File: src/rtl/md5_byte_hash_core.sv
// Iterative 8-bit reduced-MD5 core: 64 rounds, one per clock, then a finish step
// that folds the saved chaining words into the digest.
module md5_byte_hash_core (
   input  logic        clk,
   input  logic        rst,
   input  logic        start,
   input  logic [7:0]  a0,
   input  logic [7:0]  b0,
   input  logic [7:0]  c0,
   input  logic [7:0]  d0,
   input  logic [31:0] msg,
   input  logic [5:0]  data_in,
   output logic        Done,
   output logic [31:0] digest
);

   typedef enum logic [1:0] {IDLE, RUN, DONE} state_t;

   state_t      state;
   logic [6:0]  rnd;
   logic [7:0]  a, b, c, d;
   logic [7:0]  sa, sb, sc, sd;
   logic [31:0] m;
   logic [5:0]  tweak;

   logic [5:0]  ri;
   logic [1:0]  i2;
   logic [1:0]  wsel;
   logic [2:0]  sh;
   logic [7:0]  f, k, word, tmp, rot, b_next;

   function automatic logic [7:0] k_rom(input logic [5:0] idx);
      logic [7:0] v;
      case (idx)
         6'd0:  v = 8'h78; 6'd1:  v = 8'h56; 6'd2:  v = 8'hdb; 6'd3:  v = 8'hee;
         6'd4:  v = 8'haf; 6'd5:  v = 8'h2a; 6'd6:  v = 8'h13; 6'd7:  v = 8'h01;
         6'd8:  v = 8'hd8; 6'd9:  v = 8'haf; 6'd10: v = 8'hb1; 6'd11: v = 8'hbe;
         6'd12: v = 8'h22; 6'd13: v = 8'h93; 6'd14: v = 8'h8e; 6'd15: v = 8'h21;
         6'd16: v = 8'h62; 6'd17: v = 8'h40; 6'd18: v = 8'h51; 6'd19: v = 8'haa;
         6'd20: v = 8'h5d; 6'd21: v = 8'h53; 6'd22: v = 8'h81; 6'd23: v = 8'hc8;
         6'd24: v = 8'he6; 6'd25: v = 8'hd6; 6'd26: v = 8'h87; 6'd27: v = 8'hed;
         6'd28: v = 8'h05; 6'd29: v = 8'hf8; 6'd30: v = 8'hd9; 6'd31: v = 8'h8a;
         6'd32: v = 8'h42; 6'd33: v = 8'h81; 6'd34: v = 8'h22; 6'd35: v = 8'h0c;
         6'd36: v = 8'h44; 6'd37: v = 8'ha9; 6'd38: v = 8'h60; 6'd39: v = 8'h70;
         6'd40: v = 8'hc6; 6'd41: v = 8'hfa; 6'd42: v = 8'h85; 6'd43: v = 8'h05;
         6'd44: v = 8'h39; 6'd45: v = 8'he5; 6'd46: v = 8'hf8; 6'd47: v = 8'h65;
         6'd48: v = 8'h44; 6'd49: v = 8'h97; 6'd50: v = 8'ha7; 6'd51: v = 8'h39;
         6'd52: v = 8'hc3; 6'd53: v = 8'h92; 6'd54: v = 8'h7d; 6'd55: v = 8'hd1;
         6'd56: v = 8'h4f; 6'd57: v = 8'he0; 6'd58: v = 8'h14; 6'd59: v = 8'ha1;
         6'd60: v = 8'h82; 6'd61: v = 8'h35; 6'd62: v = 8'hbb; default: v = 8'h91;
      endcase
      return v;
   endfunction

   always_comb begin
      ri   = rnd[5:0];
      i2   = ri[1:0];
      f    = '0;
      wsel = '0;
      sh   = '0;
      // Only g mod 4 is needed, so the index multipliers reduce mod 4 (5->1, 3->3, 7->3)
      case (ri[5:4])
         2'd0: begin f = (b & c) | (~b & d); wsel = i2;                end
         2'd1: begin f = (d & b) | (~d & c); wsel = i2 + 2'd1;         end
         2'd2: begin f = b ^ c ^ d;          wsel = i2 * 2'd3 + 2'd1;  end
         default: begin f = c ^ (b | ~d);    wsel = i2 * 2'd3;         end
      endcase
      case ({ri[5:4], i2})
         4'h0: sh = 3'd7; 4'h1: sh = 3'd4; 4'h2: sh = 3'd1; 4'h3: sh = 3'd6;
         4'h4: sh = 3'd5; 4'h5: sh = 3'd1; 4'h6: sh = 3'd6; 4'h7: sh = 3'd4;
         4'h8: sh = 3'd4; 4'h9: sh = 3'd3; 4'ha: sh = 3'd0; 4'hb: sh = 3'd7;
         4'hc: sh = 3'd6; 4'hd: sh = 3'd2; 4'he: sh = 3'd7; default: sh = 3'd5;
      endcase
      case (wsel)
         2'd0: word = m[7:0];
         2'd1: word = m[15:8];
         2'd2: word = m[23:16];
         default: word = m[31:24];
      endcase
      k   = k_rom(ri) ^ {2'b00, tweak};
      tmp = a + f + k + word;
      case (sh)
         3'd0: rot = tmp;
         3'd1: rot = {tmp[6:0], tmp[7]};
         3'd2: rot = {tmp[5:0], tmp[7:6]};
         3'd3: rot = {tmp[4:0], tmp[7:5]};
         3'd4: rot = {tmp[3:0], tmp[7:4]};
         3'd5: rot = {tmp[2:0], tmp[7:3]};
         3'd6: rot = {tmp[1:0], tmp[7:2]};
         default: rot = {tmp[0], tmp[7:1]};
      endcase
      b_next = b + rot;
   end

   always_ff @(posedge clk or posedge rst) begin
      if (rst) begin
         state  <= IDLE;
         rnd    <= '0;
         a      <= '0;
         b      <= '0;
         c      <= '0;
         d      <= '0;
         sa     <= '0;
         sb     <= '0;
         sc     <= '0;
         sd     <= '0;
         m      <= '0;
         tweak  <= '0;
         digest <= '0;
         Done   <= 1'b0;
      end else begin
         case (state)
            RUN: begin
               // Count value 64 is the finish step after the last round
               if (rnd == 7'd64) begin
                  digest <= {sa + a, sb + b, sc + c, sd + d};
                  Done   <= 1'b1;
                  state  <= DONE;
               end else begin
                  a   <= d;
                  d   <= c;
                  c   <= b;
                  b   <= b_next;
                  rnd <= rnd + 7'd1;
               end
            end
            default: begin
               if (start) begin
                  a     <= a0;
                  b     <= b0;
                  c     <= c0;
                  d     <= d0;
                  sa    <= a0;
                  sb    <= b0;
                  sc    <= c0;
                  sd    <= d0;
                  m     <= msg;
                  tweak <= data_in;
                  rnd   <= '0;
                  Done  <= 1'b0;
                  state <= RUN;
               end
            end
         endcase
      end
   end

endmodule

File: config.mk
export PLATFORM = sky130hd
export DESIGN_NAME = md5_byte_hash_core
export DESIGN_NICKNAME = d
export VERILOG_FILES = /design/src/rtl/md5_byte_hash_core.sv
export SDC_FILE = /design/constraint.sdc
export NUM_CORES = 1
export LEC_CHECK = 0
export BUFFER_PORTS_ARGS = -buffer_cell sky130_fd_sc_hd__clkbuf_2
export CORE_MARGIN = 2
export CORE_UTILIZATION = 45
export CTS_BUF_LIST = sky130_fd_sc_hd__clkbuf_16
export CTS_CLUSTER_DIAMETER = 150
export DETAILED_ROUTE_END_ITERATION = 12
export HOLD_SLACK_MARGIN = 0.08
export SETUP_SLACK_MARGIN = 0.2
export SLEW_MARGIN = 30
export SYNTH_ARGS = -nofsm -noshare
export SYNTH_HDL_FRONTEND = slang
export SYNTH_SLANG_ARGS = --single-unit
File: constraint.sdc
create_clock -name clk -period 25 [get_ports clk]
set_input_delay 1.25 -clock clk [delete_from_list [all_inputs] [get_ports clk]]
set_output_delay 1.25 -clock clk [all_outputs]
set_load 0.005 [all_outputs]
; Word level (Yosys, flattened, before mapping)
; Memory sizes are Yosys's and may differ from the RTL's.
; Index checks and enable logic that the tools add are counted.
; Widths: inputs -> output; s select.
[totals]
regBits = 144
output_inout_bits = 33
input_bits = 73
wordCells = 89
mem_bits_ro = 560
n_memories = 2
[op_classes]
mux = 25
multipliers = 1
eq_ne = 14
reduce_logical = 8
addsub = 11
bitwise_logic = 14
[mem_list]
columns = name, words, width, read_ports, rd_clocked_by_memory_dff, wr, line_no
row1 = (no name shown), 64, 8, 1, 0, 0, 34  ; case (idx)
row2 = (no name shown), 16, 3, 1, 0, 0, 68  ; case ({ri[5:4], i2})
[op_table]
columns = cell, count
row1 = $mux 8, 12
row2 = $add 8x8->8, 8
row3 = $pmux 8 s7, 1
row4 = $pmux 8 s3, 2
row5 = $and 8x8->8, 4
row6 = $or 8x8->8, 3
row7 = $xor 8x8->8, 3
row8 = $mux 7, 3
row9 = $not 8->8, 2
row10 = $eq 3x3->1 const B, 3
row11 = $reduce_and 2->1, 4
row12 = $xor 8x6->8, 1
row13 = $add 7x1->7 const B, 1
row14 = $eq 7x7->1 const B, 1
row15 = $eq 2x1->1 const B, 3
row16 = $eq 3x2->1 const B, 2
row17 = $mux 2, 3
row18 = $pmux 2 s3, 1
row19 = $add 2x1->2 const B, 2
row20 = $eq 2x2->1 const B, 2
row21 = $logic_not 2->1, 2
row22 = $ne 2x2->1 const B, 2
row23 = $eq 3x1->1 const B, 1
row24 = $logic_not 3->1, 1
row25 = 4 further kinds, 6

; Longest topological paths before layout
; Gate-level depths: netlist (run 1).
[logic_depth]
depth_word = 11
mapped_depth = 39
depth_no_buf = 36

; Worst setup path before layout (run 1)
; Ideal clock, no wire load.
[synth_path]
kind = flip-flop to flip-flop
from = register rnd[4]
to = register b[7]
setup_ns = 0.094
path_buffers = 3
t_arrival_ns = 7.957
slack_ns = 16.949
synth_period_minus_slack_ns = 8.051
t_required_ns = 24.906
path_stages_with_launch = 38
path_cell_list = dfrtp_1 buf_2 clkinv_1 ha_1 clkbuf_1 clkbuf_1 mux2_2 a221oi_1 mux2i_1 nor2_1 a31oi_1 o22ai_1 a21oi_1 fa_1 inv_1 fa_1 inv_1 ha_1 [2 not listed] a221o_1 o22a_1 a221oi_2 xnor3_1 xor2_1 o211ai_1 a31oi_1 a21oi_1 ha_1 a21o_1 a21oi_1 o21bai_1 a21oi_1 o21bai_1 a21oi_1 o21ai_0 a21o_1 a221oi_2
[synth_via]
elab_chain_len = 9
word_cells_on_any_way = 29
[synth_lines]
columns = item, line_no
row1 = "start, declared", 20  ; logic [6:0] rnd;
row2 = "start signal, assigned", 124  ; rnd <= rnd + 7'd1;
row3 = "$eq 2x2->1, or another cell as far along", 62  ; case (ri[5:4])
row4 = $pmux 8 s3 or $pmux 2 s3 (tied branches), 62
row5 = "$add 8x8->8, or another cell as far along", 81  ; tmp = a + f + k + word;
row6 = $add 8x8->8 or $pmux 8 s3 (tied branches), "81, 74"
row7 = $add 8x8->8, 81
row8 = $pmux 8 s7, 82  ; case (sh)
row9 = $add 8x8->8, 92  ; b_next = b + rot;
row10 = $mux 8, 115  ; if (rnd == 7'd64) begin
row11 = $mux 8, 112  ; case (state)
row12 = "end signal, assigned", 123  ; b <= b_next;
row13 = "end, declared", 21  ; logic [7:0] a, b, c, d;
; Parallel ways exist; a longest one is shown, timed or not. The select of a mux whose other input is x is not followed.
; A chain may end at the register's enable or synchronous reset.

; Final worst setup path (run 1)
[layout_path]
from = register rnd[4]
to = register b[6]
; The elaborated chain is that of the path after synthesis.

==> results of run 1 <==
stage by stage:
stage | setup slack, ps | area [µm²] | utilization, % | hold slack (ps) | cells
finish | 15660 | 11600 | 51.4 | 478 | 1454
floorplan | 16950 | 10300 | - | 473 | 1097
global placement | 15970 | 11000 | 48.7 | 461 | 1422
detailed placement | 15790 | 11000 | 48.8 | 469 | 1422
CTS | 15760 | 11600 | 51.4 | 484 | 1454
global route | 14880 | 11600 | 51.4 | 500 | 1454
per-layer routing:
metal	GRT usage, %	vias up	wire length, µm
met5	0	-	0
li1	-	4001	-
met2	34.6	214	11500
met4	4.63	0	174
met1	31.4	3920	12200
met3	3.73	14	1390
layout by cell type (no fill, tap or decap), types with 4 or more instances in the layout:
master     netlist  final
a31oi_1          8      8
nand3_1          6      6
fa_1            19     19
nor3_1           8      8
dfrtp_1        143    143
a22o_1           4      4
inv_8            0      4
o31ai_1          8      8
o21ai_0        130    130
a211oi_1         7      7
a21o_1           9      9
inv_1           65     64
buf_4            2     11
nor2b_1          7      6
clkbuf_16        0     17
o21bai_1        15     15
and3_1           6      6
nand2b_1         6      6
clkinv_4         0      4
mux2_2          90     90
o211ai_1         7      7
xor2_1          16     16
xnor2_1         35     35
mux2i_1         53     53
a221oi_1         9      9
mux4_2           9      9
ha_1            56     56
a311oi_1         4      4
nand4_1          4      4
nor2_1          50     50
nand3b_1         8      8
a21oi_1         72     72
clkbuf_2         0    105
nand2_1        118    117
worst paths after layout:
kind / to / slack, ps / cells past startpoint
min in group asynchronous: digest[24] / 960 / 2
hold reg to reg: digest[23] / 480 / 2
setup / recovery: b[6] / 15660 / 35
max in group asynchronous: state[0] / 22770 / 3
hold / removal: digest[23] / 480 / 2
setup reg to reg: b[6] / 15660 / 35
cells by family after synthesis:
logic type | count (synthesis)
and+or+nand+nor | 226
buffers and inverters | 144
DFF | 143
muxes | 152
adders and majority gates | 75
AOI/OAI and AO/OA | 305
xor gates and xnor gates | 52
registers in the layout (all words and copies together) (netlist names):
| signal | cells |
|---|---|
| sd | 8 |
| b | 8 |
| m | 32 |
| rnd | 7 |
| c | 8 |
| sa | 8 |
| state | 1 |
| Done | 1 |
| a | 8 |
| d | 8 |
| sc | 8 |
| tweak | 6 |
| digest | 32 |
| sb | 8 |
critical path, delay by kind of cell, from the launching register on:
kind / cells / cell delay, ps
AND/OR/NAND/NOR: 4 / 350
buffers and inverters: 3 / 580
XOR/XNOR: 3 / 1060
flip-flops: 1 / 870
AO/OA/AOI/OAI: 16 / 2830
adder cells (fa/ha/maj): 7 / 2960
multiplexers: 2 / 520
area by class of cell:
class	count	area, µm²	area share (%)
Inverter	68	260	2.25
Clock inverter	15	176	1.52
Clock buffer	17	425	3.67
Sequential cell	143	3580	30.9
Tap cell	285	357	3.08
Timing Repair Buffer	116	608	5.25
Multi-Input combinational cell	810	6170	53.3
==> flow_metrics.tcl, run 1 <==
set metrics [dict create \
    status "finished, final reports clean" \
    timing_hold_violations_final 0 \
    reg2reg_from "rnd[4]" \
    synth_common_cells "dfrtp_1, o21ai_0, nand2_1" \
    grt_pass1_wl_um 41900 \
    synth-main-ff-cell "dfrtp_1" \
    syn_avg_cell_area_um2 9.35 \
    rsz0062_at_grt "false" \
    period_minus_slack_ps 9340 \
    fp.coreArea_mm2 0.0225 \
    slew_headroom_pct 41.2 \
    drt-wirelength-per-cell_um 17.4 \
    syn_inst 1097 \
    start_kind "register" \
    crit_type "reg -> reg" \
    ys_seq_area_share_pct 34.9 \
    synth_xor_area_share_pct 4.57 \
    cts_tree "yes" \
    fill_cells 2098 \
    overflow 0 \
    holdCritPathClass "reg -> reg" \
    post_cts_resized 0 \
    totalWireLength_um 25300 \
    yosys.area.top_type_share_pct 34.9 \
    yosys.cell_count.top_type "dfrtp_1" \
    synth_simple_gate_area_share_pct 9.73 \
    period_share_pct 37.3 \
    h-tree-depth 4 \
    post_cts_buffers 0 \
    ys_ff_latch 143 \
    clk_latency_ps 430 \
    critPathMaxStageDelay_ps 870 \
    dr.pass1.iters 7 \
    cts_buffer_depth 2 \
    track_usage_pct 21.8 \
    setup.worst_path.end_class "register" \
    skew_ps 14.7 \
    crit_arrival_ps 9620 \
    drc 0 \
    grt_max_degree 85 \
    synth_nets 1245 \
    critPathSlowestCell "dfrtp_1" \
    min_from "digest[23]" \
    worst_ep_required_time_ps 25280 \
    synth_fa_ha_area_share_pct 10.5 \
    drv_slew 0 \
    synth_area_mm2 0.0103 \
    cpMostUsedCell "a21oi_1" \
    worstSetupStartpoint "rnd[4]" \
    layout-drive-gt1-share_pct 22.2 \
    synth_edf_count 0 \
    gp_congestion 0.879 \
    row_count 55 \
    synth_top_family_by_area "compound AO/OA/AOI/OAI gates" \
    finalNetCount 1304 \
    die_w_um 155 \
    drt.antenna.violating_nets 0 \
    yosysUniqueCellTypes 66 \
    area_growth_pct 12.8 \
    vias 8149 \
    die_y_um 155 \
    max_freq_mhz 107 \
    hold_buffers 0 \
    worst_pin_slew_ps 881 \
    place_hpwl_um 17900 \
    clk_pin_slew_ps 60 \
    diodes 0 \
    setup_tns_ps 0 \
    clock_sinks 143 \
    initial_core_util_pct 45.6 \
    maxCapViolCount 0 \
    synth_top_cell_by_area "dfrtp_1" \
    die_area_mm2 0.0240 \
    synth.mux.area_fraction_pct 17.0 \
    cts_inserted_buffers 17 \
    yosys-top-cells-area "dfrtp_1, mux2_2, ha_1" \
    port_buffers 105 \
    crit_fanout 22 \
    setup-violations-final 0 \
    drtIter0Drc 525 \
    synth_compound_area_share_pct 17.9 \
    antenna_found_initial 0 \
    via_per_inst 5.60 \
    grt_pass1_vias 7854 \
    yosys_warnings 0 \
    async_flop_share_pct 100 \
    clockRootBuffer "clkbuf_16" \
    ios 106 \
]
Power of run 1 is not shown: default switching activity piles up to over one toggle a cycle in this logic, so the estimate is an artifact.
==> run 2: changes to the inputs <==
--- a/config.mk
+++ b/config.mk
@@ -12,6 +12,7 @@
 export CTS_CLUSTER_DIAMETER = 150
 export DETAILED_ROUTE_END_ITERATION = 12
 export HOLD_SLACK_MARGIN = 0.08
+export PLACE_DENSITY = 0.66
 export SETUP_SLACK_MARGIN = 0.2
 export SLEW_MARGIN = 30
 export SYNTH_ARGS = -nofsm -noshare
==> constraint.sdc (replaced) <==
create_clock -name clk -period 8.1 [get_ports clk]
set_input_delay 0.405 -clock clk [delete_from_list [all_inputs] [get_ports clk]]
set_output_delay 0.405 -clock clk [all_outputs]
set_load 0.005 [all_outputs]
==> run 2 against run 1 <==
  * Flip-flop and latch count stayed put
  * Global-route usage is 1.1 points higher
  * Routed wire length is 5.6% higher
  * Via count is 2.5% higher
  * Clock skew is 6.4 ps lower
  * Worst setup slack worse by 15000 ps
  * Hold slack worse by 410 ps
  * Cell count is 1.9% higher
  * Count of clock-buffer cells in the layout stayed put
  * First-iteration DRC count is 1.9% higher
  * Maximum frequency is 24% higher
  * Critical path type unchanged
==> flow_metrics.tcl, run 2 (synthesis gave the netlist of run 1 again) <==
set metrics [dict create \
    status "finished, final reports clean" \
    worst_pin_slew_ps 732 \
    diodes 0 \
    grt_pass1_vias 8120 \
    layout_commonest_cell "dfrtp_1" \
    antenna_found_initial 0 \
    drv_slew 0 \
    clockRootBuffer "clkbuf_16" \
    dp_cells 1448 \
    track_usage_pct 22.9 \
    crit_fanout 9 \
    top_usage_layer "met2" \
    grt_max_degree 75 \
    finalNetCount 1331 \
    clk_pin_slew_ps 70 \
    hold_buffers 0 \
    ios 106 \
    h-tree-depth 4 \
    critPathMaxStageDelay_ps 540 \
    period_minus_slack_ps 7510 \
    period_share_pct 92.7 \
    cts_inserted_buffers 17 \
    via_per_inst 5.64 \
    fill_cells 2035 \
    drt.antenna.violating_nets 0 \
    layout-drive-gt1-share_pct 24.9 \
    drtIter0Drc 535 \
    area_growth_pct 15.3 \
    fp.coreArea_mm2 0.0225 \
    dr.pass1.iters 6 \
    die_area_mm2 0.0240 \
    use_met1_pct 32.2 \
    setup_tns_ps 0 \
    clock_sinks 143 \
    drt-wirelength-per-cell_um 18.0 \
    die_y_um 155 \
    gp_congestion 0.898 \
    grt_pass1_wl_um 43600 \
    max_freq_mhz 133 \
    port_buffers 105 \
    setup.worst_path.end_class "register" \
    clk_latency_ps 430 \
    setup-violations-final 0 \
    worst_ep_required_time_ps 8390 \
    cts_tree "yes" \
    die_w_um 155 \
    holdCritPathClass "in -> async" \
    skew_ps 8.28 \
    maxCapViolCount 0 \
    post_layout_nonfiller_instances 1481 \
    crit_arrival_ps 7800 \
    initial_core_util_pct 45.6 \
    place_hpwl_um 19500 \
    largest_registers "digest x32, m x32" \
    drc 0 \
    vias 8351 \
    cts_buffer_depth 2 \
    multi_input_area_mm2 0.00623 \
    use_met3_pct 5.07 \
    totalWireLength_um 26700 \
    timing_hold_violations_final 0 \
    critPathSlowestCell "fa_1" \
    start_kind "register" \
    cpMostUsedCell "a21oi_1" \
    met2_usage_pct 35.6 \
    final_cell_mix "dfrtp_1, o21ai_0, nand2_1" \
    crit_type "reg -> reg" \
    seqCellArea_mm2 0.00358 \
    overflow 0 \
    slew_headroom_pct 51.1 \
    row_count 55 \
    rsz0062_at_grt "true" \
]
[run 2: cell count changes in the layout (fill, tap and decap cells not counted), sizes merged]
cell	previous run	this run
inv	73	76
buf	11	38
clkinvlp	2	1
bufinv	2	1
clkinv	6	5
[run 2: metal layers]
| layer | wire length, µm | up-vias |
|---|---|---|
| li1 | - | 4062 |
| met1 | 12400 | 3991 |
| met2 | 12100 | 252 |
| met3 | 1640 | 46 |
| met4 | 556 | 0 |
| met5 | 0 | - |
[run 2: final cells by class]
type	count	share of cell area, %
clock buffer	17	3.60
clock inverter	15	1.42
sequential	143	30.3
inverter	68	2.20
multi-input combinational	810	52.6
tap	285	3.01
timing repair buffer	143	6.89
[run 2: repair_timing]
action,CTS,global route
cloned,0,0
gates resized for setup,1,10
setup endpoints to repair,1,4
pin swaps,0,3
setup buffers,0,1
endpoints found under the hold margin,0,0
[run 2: final timing paths]
| check | start | to | slack (ps) | cells after the start |
|---|---|---|---|---|
| max | rnd[5] | b[6] | 590 | 35 |
| max reg2reg | rnd[5] | b[6] | 590 | 35 |
| max in group asynchronous | rst | sb[2] | 6960 | 3 |
| min | rst | digest[0] | 70 | 2 |
| min reg2reg | digest[19] | digest[19] | 480 | 2 |
| min in group clk | msg[2] | m[2] | 200 | 2 |
[run 2: worst max-delay path, delay by kind of cell (launching register included)]
kind	cells	cell delay (ps)
AND/OR/NAND/NOR	4	360
XOR/XNOR	3	760
AO/OA/AOI/OAI	17	2780
multiplexers	1	310
adder cells (fa/ha/maj)	7	2600
buffers and inverters	3	170
flip-flops	1	410
[run 2: metrics by stage]
step	utilization [%]	setup slack [ps]	hold WS (ps)	instance area (µm²)
finish	52.6	589	70.2	11800
global route	52.6	159	135	11800
CTS	52.3	259	101	11800
detailed placement	49.6	220	470	11200
global placement	49.6	503	461	11200
floorplan	-	223	473	10300
Power of run 2 is left out for the same reason.
==> run 3: changes to the inputs <==
--- a/config.mk
+++ b/config.mk
@@ -7,12 +7,12 @@
 export LEC_CHECK = 0
 export BUFFER_PORTS_ARGS = -buffer_cell sky130_fd_sc_hd__clkbuf_2
 export CORE_MARGIN = 2
-export CORE_UTILIZATION = 45
-export CTS_BUF_LIST = sky130_fd_sc_hd__clkbuf_16
+export CORE_UTILIZATION = 56
+export CTS_BUF_LIST = sky130_fd_sc_hd__clkbuf_4 sky130_fd_sc_hd__clkbuf_8
 export CTS_CLUSTER_DIAMETER = 150
 export DETAILED_ROUTE_END_ITERATION = 12
 export HOLD_SLACK_MARGIN = 0.08
-export PLACE_DENSITY = 0.66
+export PLACE_DENSITY = 0.78
 export SETUP_SLACK_MARGIN = 0.2
 export SLEW_MARGIN = 30
 export SYNTH_ARGS = -nofsm -noshare
==> run 3 against run 2 <==
  * Non-clock buffer count is 2 lower
  * Count of clock-buffer cells in the layout is 5 higher
  * Via count is 3.3% higher
  * Critical path depth is 2 lower
  * Sequential share of layout area is 0.58 points higher
  * Final area is 1.8% lower
  * Clock skew is 3.6 ps higher
  * Largest cell class unchanged
  * Highest routed layer unchanged
==> flow_metrics.tcl, run 3 (synthesis gave the netlist of run 1 again) <==
set metrics [dict create \
    status "finished, final reports clean" \
    rsz0062_at_grt "false" \
    cts_buffer_depth 2 \
    grt_pass1_vias 8387 \
    via_per_inst 6.06 \
    critPathSlowestCell "fa_1" \
    vias 8630 \
    drc 0 \
    cts_tree "yes" \
    clk_pin_slew_ps 90 \
    start_kind "register" \
    drt-wirelength-per-cell_um 18.1 \
    setup-violations-final 0 \
    overflow 0 \
    min_from "msg[1]" \
    worstRegToRegCells 33 \
    dr.pass1.iters 6 \
    worst_pin_slew_ps 701 \
    crit_type "reg -> reg" \
    ios 106 \
    hold_path_depth 2 \
    drv_slew 0 \
    clock_sinks 143 \
    setup.worst_path.end_class "register" \
    reg2reg_from "rnd[1]" \
    grt_max_degree 77 \
    place_hpwl_um 18600 \
    slew_headroom_pct 53.2 \
    setup_tns_ps 0 \
    reg2reg_slack_ps 580 \
    maxCapViolCount 0 \
    h-tree-depth 4 \
    diodes 0 \
    die_area_mm2 0.0194 \
    crit_arrival_ps 7860 \
    timing_hold_violations_final 0 \
    drtIter0Drc 927 \
    gp_congestion 0.931 \
    grt_pass1_wl_um 42600 \
    die_y_um 139 \
    initial_core_util_pct 57.1 \
    area_growth_pct 13.2 \
    row_count 49 \
    final_cell_mix "dfrtp_1, o21ai_0, nand2_1" \
    antenna_found_initial 0 \
    track_usage_pct 27.1 \
    drt.antenna.violating_nets 0 \
    finalNetCount 1329 \
    port_buffers 105 \
    min_to "m[1]" \
    period_share_pct 92.8 \
    crit_fanout 22 \
    clockRootBuffer "clkbuf_8" \
    worst_ep_required_time_ps 8440 \
    fp.coreArea_mm2 0.0180 \
    r2r_end "b[6]" \
    period_minus_slack_ps 7520 \
    layout_commonest_cell "dfrtp_1" \
    max_freq_mhz 133 \
    die_w_um 139 \
    skew_ps 11.9 \
    layout-drive-gt1-share_pct 25.6 \
    clk_latency_ps 470 \
    cts_inserted_buffers 17 \
    critPathMaxStageDelay_ps 550 \
    holdCritPathClass "in -> reg" \
    totalWireLength_um 25800 \
    largest_registers "digest x32, m x32" \
]
[run 3: worst max-delay path by stage]
stage	start	endpoint	slack [ps]
floorplan	rnd[1]	b[7]	220
detailed placement	rnd[5]	b[7]	160
global placement	rnd[5]	b[6]	490
CTS	rnd[4]	b[7]	330
global route	rnd[5]	b[6]	190
finish	rnd[1]	b[6]	580
[run 3: metrics by stage]
step	area (µm²)	hold slack (ps)	worst slack [ps]	util [%]	cells
after floorplan	10300	473	223	-	1097
after global placement	11100	460	492	61.6	1387
after detailed placement	11100	470	158	61.6	1387
after CTS	11500	150	326	63.9	1420
after global routing	11600	140	189	64.7	1423
final	11600	161	582	64.7	1423
[run 3: per-layer routing]
metal	vias to the layer above	wire length [µm]	GRT usage, %
met2	409	11900	42.9
met5	-	0	0
li1	4059	-	-
met3	56	2160	6.06
met4	0	611	8.98
met1	4106	11200	37.0
[run 3: repair_timing]
| item | CTS | global route |
|---|---|---|
| resized for setup | 5 | 23 |
| setup endpoints to repair | 2 | 4 |
| hold endpoints to repair | 67 | 0 |
| hold buffers | 1 | 0 |
| buffers inserted | 0 | 3 |
| pin swaps | 1 | 5 |
[run 3: cell type report]
type / instances / area (µm²)
clock inverter: 10 / 101
tap: 229 / 287
fill: 1403 / 6350
timing repair buffer: 141 / 802
clock buffer: 22 / 284
inverter: 68 / 260
multi-input combinational: 810 / 6300
sequential: 143 / 3580
[run 3: worst max-delay path: cells and delay by family, from the launching register on]
kind | cells | cell delay [ps]
AOI/OAI and AO/OA | 14 | 2290
xor gates and xnor gates | 4 | 920
adders and majority gates | 7 | 2620
buffers and inverters | 3 | 390
DFF | 1 | 360
muxes | 1 | 500
and+or+nand+nor | 4 | 320
Power of run 3 is left out for the same reason.
